==> src/rtl/xm_stage_64.sv <==
// xm_stage_64: execute-to-memory pipeline register with overflow traps, branch redirect and exception counter
module xm_stage_64 (
    input  logic        clock,
    input  logic        reset,
    input  logic        in_valid,
    input  logic [63:0] in_result,
    input  logic        in_isNotEqual,
    input  logic        in_isLessThan,
    input  logic        in_overflow,
    input  logic [2:0]  in_kind,
    input  logic [4:0]  in_rd,
    input  logic        in_wren,
    input  logic [31:0] in_target,
    input  logic        stall,
    input  logic        flush,
    output logic        out_valid,
    output logic [63:0] out_result,
    output logic [4:0]  out_rd,
    output logic        out_wren,
    output logic        redirect,
    output logic [31:0] redirect_target,
    output logic [7:0]  exc_count
);
    logic        valid_q, valid_d, wren_q, wren_d, redirect_q, redirect_d;
    logic [63:0] result_q, result_d;
    logic [4:0]  rd_q, rd_d;
    logic [31:0] target_q, target_d;
    logic [7:0]  exc_q, exc_d;
    logic        cap, exc, is_br, taken;
    always_comb begin
        cap        = !flush && !stall && in_valid;
        exc        = (in_kind == 3'd1 || in_kind == 3'd2 || in_kind == 3'd3) && in_overflow;
        is_br      = in_kind == 3'd4 || in_kind == 3'd5;
        taken      = in_kind == 3'd4 ? in_isNotEqual : in_kind == 3'd5 ? in_isLessThan : 1'b0;
        valid_d    = flush ? 1'b0 : stall ? valid_q : in_valid;
        result_d   = cap ? (exc ? {61'd0, in_kind} : in_result) : result_q;
        rd_d       = cap ? (exc ? 5'd30 : in_rd) : rd_q;
        wren_d     = cap ? (exc | (in_wren & ~is_br)) : (flush || !stall) ? 1'b0 : wren_q;
        redirect_d = cap & taken;
        target_d   = cap ? in_target : target_q;
        // traps saturate rather than wrap so software can see "many" instead of a small residue
        exc_d      = (cap && exc && exc_q != 8'hFF) ? exc_q + 8'd1 : exc_q;
    end
    always_ff @(posedge clock or posedge reset) begin
        if (reset) begin
            valid_q    <= 1'b0;
            result_q   <= 64'd0;
            rd_q       <= 5'd0;
            wren_q     <= 1'b0;
            redirect_q <= 1'b0;
            target_q   <= 32'd0;
            exc_q      <= 8'd0;
        end else begin
            valid_q    <= valid_d;
            result_q   <= result_d;
            rd_q       <= rd_d;
            wren_q     <= wren_d;
            redirect_q <= redirect_d;
            target_q   <= target_d;
            exc_q      <= exc_d;
        end
    end
    assign out_valid       = valid_q;
    assign out_result      = result_q;
    assign out_rd          = rd_q;
    assign out_wren        = wren_q;
    assign redirect        = redirect_q;
    assign redirect_target = target_q;
    assign exc_count       = exc_q;
endmodule

==> config.mk <==
export PLATFORM = sky130hd
export DESIGN_NAME = xm_stage_64
export DESIGN_NICKNAME = d
export VERILOG_FILES = /design/src/rtl/xm_stage_64.sv
export SDC_FILE = /design/constraint.sdc
export NUM_CORES = 1
export LEC_CHECK = 0
export ABC_AREA = 1
export CELL_PAD_IN_SITES_DETAIL_PLACEMENT = 1
export CELL_PAD_IN_SITES_GLOBAL_PLACEMENT = 2
export CORE_UTILIZATION = 24
export DETAILED_ROUTE_END_ITERATION = 8
export GPL_TIMING_DRIVEN = 0
export PLACE_DENSITY = 0.9
export SLEW_MARGIN = 20
export SYNTH_ARGS = -nofsm -noshare
export SYNTH_HDL_FRONTEND = slang
export SYNTH_SLANG_ARGS = --single-unit
==> constraint.sdc <==
create_clock -name clock -period 5.7 [get_ports clock]
set_input_delay 1.14 -clock clock [delete_from_list [all_inputs] [get_ports clock]]
set_output_delay 1.14 -clock clock [all_outputs]
set_load 0.01 [all_outputs]
==> flow_summary.toml, run 1 <==
[pwr]
vdd_drop_max_uv = 127
power_density_nw_per_um2 = 297
p_leak_nw = 3.62

[finish]
layout_common_cells = "nand2_1, clkdlybuf4s50_1, dfrtp_1"
num-fill-cells = 2189
drive_gt1_share_pct = 6.85
n_antenna_cell = 0
area_delta_synth_final_pct = 62.3
layout_commonest_cell = "nand2_1"
nNetsFinal = 885

[logic_synthesis]
synthXorXnorAreaFrac_pct = 0.564
ys_ff_latch = 112
yosysWarnings = 0
yosysTopAreaCell = "dfrtp_1"
yosys.area_share.simple_pct = 32.1
synth.top_cell.area_share_pct = 60.2
synth-seq-area-share_pct = 60.2
syn_inst = 535
synth_top_family_by_area = "simple AND/OR/NAND/NOR gates"
syn_area_um2 = 4660
synth-compound-area-share_pct = 1.37
synth.distinct_cells = 21
synthesis.nets = 649
synth_fa_ha_area_share_pct = 0.269
postSynthAreaPerCell_um2 = 8.70
synth.area.mux_share_pct = 0
synth.area.top_cells = "dfrtp_1, nand2_1, nand3_1"

[floorplan]
die_w_um = 141
die_area_um2 = 20000
die_h_um = 141
core_area_um2 = 18800
fp-row-count = 50
io_pins = 225
start_util_pct = 24.7

[clock_network]
cts.repair.resized = 0
clk_pin_slew_worst_paths_ps = 80
clock_path_buffers = 2
h-tree-depth = 3
cts_setup_buffers = 0
cts_tree = "built"
clock-root-buffer = "clkbuf_16"
clkSinkCount = 112
numCtsBuffers = 9
clk_latency_ps = 350
hold_buffers = 0

[timing]
setup_ws_ps = 3150
worstMarginPinSlew_ps = 635
hold_viol_final = 0
setup_violations = 0
slew_headroom_pct = 57.7
rsz0062_at_grt = "no"
min_period_over_period_pct = 44.7
final_max_slew_viol_count = 0
clock_skew_ps = 12.3
hold_slack_ps = 480
min_period_ps = 2550
clock.fmax_ghz = 0.392

[drt]
viasPerCell = 4.29
drtPass1Iterations = 4
drt_iter0_markers = 104
via_count = 4437
drc = 0
avgRoutedWirePerCell_um = 15.3
final_antenna_net_count = 0
wirelength_mm = 15.8

[run_status]
status = "completed"

[critical_path]
critPathMaxFanout = 7
crit_chain = "clkdlybuf4s50_1"
cp_num_buf_inv = 1
max_stage_delay_ps = 580
worstSetupEndpointType = "primary output"
crit_path_start_kind = "register"
arrival_ps = 1410
cp_slowest_cell = "clkdlybuf4s50_1"
crit_type = "reg -> out"
required_ps = 4560
cp_top_family = "buffers and inverters"

[place]
dp_slack_ps = 3010
gp_congestion = 0.740
io_buffer_count = 224
hpwl_mm = 11.6

[global_routing]
grt_antenna_before_repair = 0
first_global_vias = 4635
grt.total_usage_pct = 16.2
grt.overflow.total = 0
grt_first_pass_wirelength_mm = 25.1
grt_max_degree = 66

[run]
drv_cap = 0

[hold_path]
min_path_type = "reg -> reg"
-- synthesized netlist by cell type (all sizes together) --
cell type	instances
o211ai	1
xor2	1
nand4	1
xnor2	2
ha	1
nand3	74
a31oi	1
o21ai	2
nand2	272
dfrtp	112
inv	13
a21oi	5
buf	29
nor2	21
-- cell type report --
cell class / instances / area, um^2 / area share, %
flip-flops and latches: 112 / 2800 / 37.1
repair buffers: 225 / 2270 / 30.0
multi-input cells: 381 / 1600 / 21.1
well taps: 260 / 325 / 4.30
clock buffers: 11 / 233 / 3.08
plain buffers: 29 / 208 / 2.75
clock inverters: 3 / 68.8 / 0.911
inverters: 13 / 53.8 / 0.712
-- registers in the layout (all words and copies together) (netlist names) --
| register | count |
|---|---|
| exc_count | 8 |
| redirect | 1 |
| out_valid | 1 |
| redirect_target | 32 |
| out_wren | 1 |
| out_rd | 5 |
| out_result | 64 |
-- per-stage QoR --
step	power, mW	setup TNS, ps	cells	instance area [um^2]	utilization [%]
after floorplan	1.20	0	535	4660	-
after global placement	1.58	-53060	1019	7220	38.4
after detailed placement	1.60	0	1020	7260	38.5
after CTS	2.29	0	1034	7560	40.1
after global routing	2.37	0	1034	7560	40.1
final	2.25	0	1034	7560	40.1
-- power breakdown --
part	switching, mW	internal [mW]	leakage (nW)
clock	0.291	0.383	0.146
sequential	0.0714	0.915	1.42
combinational	0.250	0.338	2.06
total	0.612	1.64	3.62
-- logic make-up (layout without fill, tap and decap cells) --
logic type               after synthesis  count (layout)
XOR/XNOR                               3               3
AND/OR/NAND/NOR                      368             368
AO/OA/AOI/OAI                          9               9
adder cells (fa/ha/maj)                1               1
flip-flops                           112             112
buffers and inverters                 42             281
-- metal layers --
metal / vias up / wire length [um] / track usage [%]
met5: - / 0 / 0
met4: 0 / 284 / 5.55
met3: 17 / 1180 / 4.79
met2: 145 / 7480 / 26.7
met1: 2131 / 6840 / 20.2
li1: 2144 / - / -
-- final timing paths --
check / depth (start not counted) / from / end / slack (ps)
min reg2reg: 2 / out_result[30] / out_result[30] / 480
max reg2reg: 6 / exc_count[0] / exc_count[7] / 4210
min: 2 / out_result[30] / out_result[30] / 480
min in group asynchronous: 2 / reset / out_result[19] / 1270
max in group asynchronous: 3 / reset / redirect_target[24] / 3760
max: 1 / exc_count[2] / exc_count[2] / 3150
Power figures use the tool's default switching activity.
==> run 2, diff against run 1 <==
--- a/config.mk
+++ b/config.mk
@@ -8,10 +8,10 @@
 export ABC_AREA = 1
 export CELL_PAD_IN_SITES_DETAIL_PLACEMENT = 1
 export CELL_PAD_IN_SITES_GLOBAL_PLACEMENT = 2
-export CORE_UTILIZATION = 24
+export CORE_UTILIZATION = 20
 export DETAILED_ROUTE_END_ITERATION = 8
 export GPL_TIMING_DRIVEN = 0
-export PLACE_DENSITY = 0.9
+export PLACE_DENSITY = 0.81
 export SLEW_MARGIN = 20
 export SYNTH_ARGS = -nofsm -noshare
 export SYNTH_HDL_FRONTEND = slang
==> constraint.sdc (replaced) <==
create_clock -name clock -period 2.1 [get_ports clock]
set_input_delay 0.42 -clock clock [delete_from_list [all_inputs] [get_ports clock]]
set_output_delay 0.42 -clock clock [all_outputs]
set_load 0.01 [all_outputs]
==> run 2 against run 1 <==
  * Critical path depth did not move
  * Via count is 0.86% lower
  * Register-to-register slack got worse by 3600 ps
  * Largest cell class unchanged
  * Global-route usage down 2.1 points
  * Critical endpoint unchanged
==> flow_summary.toml, run 2 (same netlist as run 1, synthesis figures left out) <==
[run_status]
status = "completed"

[floorplan]
die_w_um = 155
die_area_um2 = 23900
die_h_um = 155
start_util_pct = 20.5
core_area_um2 = 22700
fp-row-count = 55
io_pins = 225

[finish]
largest_reg_flops = 64
num-fill-cells = 2656
layout_commonest_cell = "nand2_1"
nNetsFinal = 888
area_delta_synth_final_pct = 64.0
seq_area_um2 = 2800
final_cells = 1064
fin_util_pct = 33.6
layout_common_cells = "nand2_1, clkdlybuf4s50_1, dfrtp_1"
n_antenna_cell = 0
multi_input_area_um2 = 1600
drive_gt1_share_pct = 7.57

[global_routing]
grt_first_pass_wirelength_mm = 26.1
first_global_vias = 4640
grt.overflow.total = 0
grt.total_usage_pct = 14.1
grt_max_degree = 28
grt_antenna_before_repair = 0

[clock_network]
hold_buffers = 0
cts_tree = "built"
clock_path_buffers = 2
clk_pin_slew_worst_paths_ps = 80
cts.repair.resized = 0
clk_latency_ps = 350
clkSinkCount = 112
cts_setup_buffers = 0
clock-root-buffer = "clkbuf_16"
h-tree-depth = 3
numCtsBuffers = 9

[drt]
drc = 0
drt_iter0_markers = 156
viasPerCell = 4.13
via_count = 4399
wirelength_mm = 16.3
final_antenna_net_count = 0
avgRoutedWirePerCell_um = 15.4
drtPass1Iterations = 4

[timing]
min_period_over_period_pct = 88.1
slew_headroom_pct = 72.2
clock.fmax_ghz = 0.540
final_max_slew_viol_count = 0
setup_violations = 0
min_period_ps = 1850
hold_viol_final = 0
rsz0062_at_grt = "no"
clock_skew_ps = 2.41
worstMarginPinSlew_ps = 416

[critical_path]
required_ps = 1680
max_stage_delay_ps = 590
worstSetupEndpointType = "primary output"
crit_chain = "clkdlybuf4s50_1"
arrival_ps = 1430
cp_top_family = "buffers and inverters"
crit_type = "reg -> out"
critPathMaxFanout = 7
cp_num_buf_inv = 1
cp_slowest_cell = "clkdlybuf4s50_1"
crit_path_start_kind = "register"

[pwr]
vdd_drop_max_uv = 302
power_density_nw_per_um2 = 796
p_leak_nw = 3.64

[place]
gp_congestion = 0.725
io_buffer_count = 224
dp.cells = 1048
hpwl_mm = 12.3

[hold_path]
min_path_type = "in -> async"

[run]
drv_cap = 0
==> run 2: worst paths after layout <==
path	start	end	slack, ps	cells after the start
setup / recovery	exc_count[2]	exc_count[2]	250	1
hold / removal	reset	out_result[42]	410	2
setup reg to reg	exc_count[0]	exc_count[6]	640	7
hold reg to reg	out_result[47]	out_result[47]	480	2
max in group asynchronous	reset	redirect_target[18]	790	5
min in group clock	out_result[47]	out_result[47]	480	2
==> run 2: power breakdown <==
part	total [mW]	switching (mW)	internal, mW
registers	2.67	0.192	2.48
logic	1.61	0.687	0.928
clock network	1.79	0.851	0.935
==> run 2: routing by layer <==
layer / wire length [um] / global-route usage [%]
met5: 0 / 0
met4: 310 / 4.86
met2: 7250 / 21.9
met1: 7510 / 18.4
met3: 1270 / 4.54
==> run 2: cell type report <==
class	count	area share (%)
Tap cell	285	4.67
Timing Repair Buffer	228	30.4
Clock inverter	6	0.901
Inverter	13	0.688
Sequential cell	112	36.7
Clock buffer	10	3.00
Buffer	29	2.72
Multi-Input combinational cell	381	20.9
==> run 2: through the flow <==
step / cell area (um^2) / setup slack (ps) / hold slack (ps) / setup TNS [ps] / total power, mW
6_report: 7640 / 250 / 414 / 0 / 6.07
5_1_grt: 7640 / 180 / 437 / 0 / 6.44
4_1_cts: 7640 / 210 / 407 / 0 / 6.20
3_5_place_dp: 7340 / 135 / 465 / 0 / 4.35
3_3_place_gp: 7260 / -1070 / 461 / -117540 / 4.31
2_1_floorplan: 4660 / 323 / 514 / 0 / 3.27
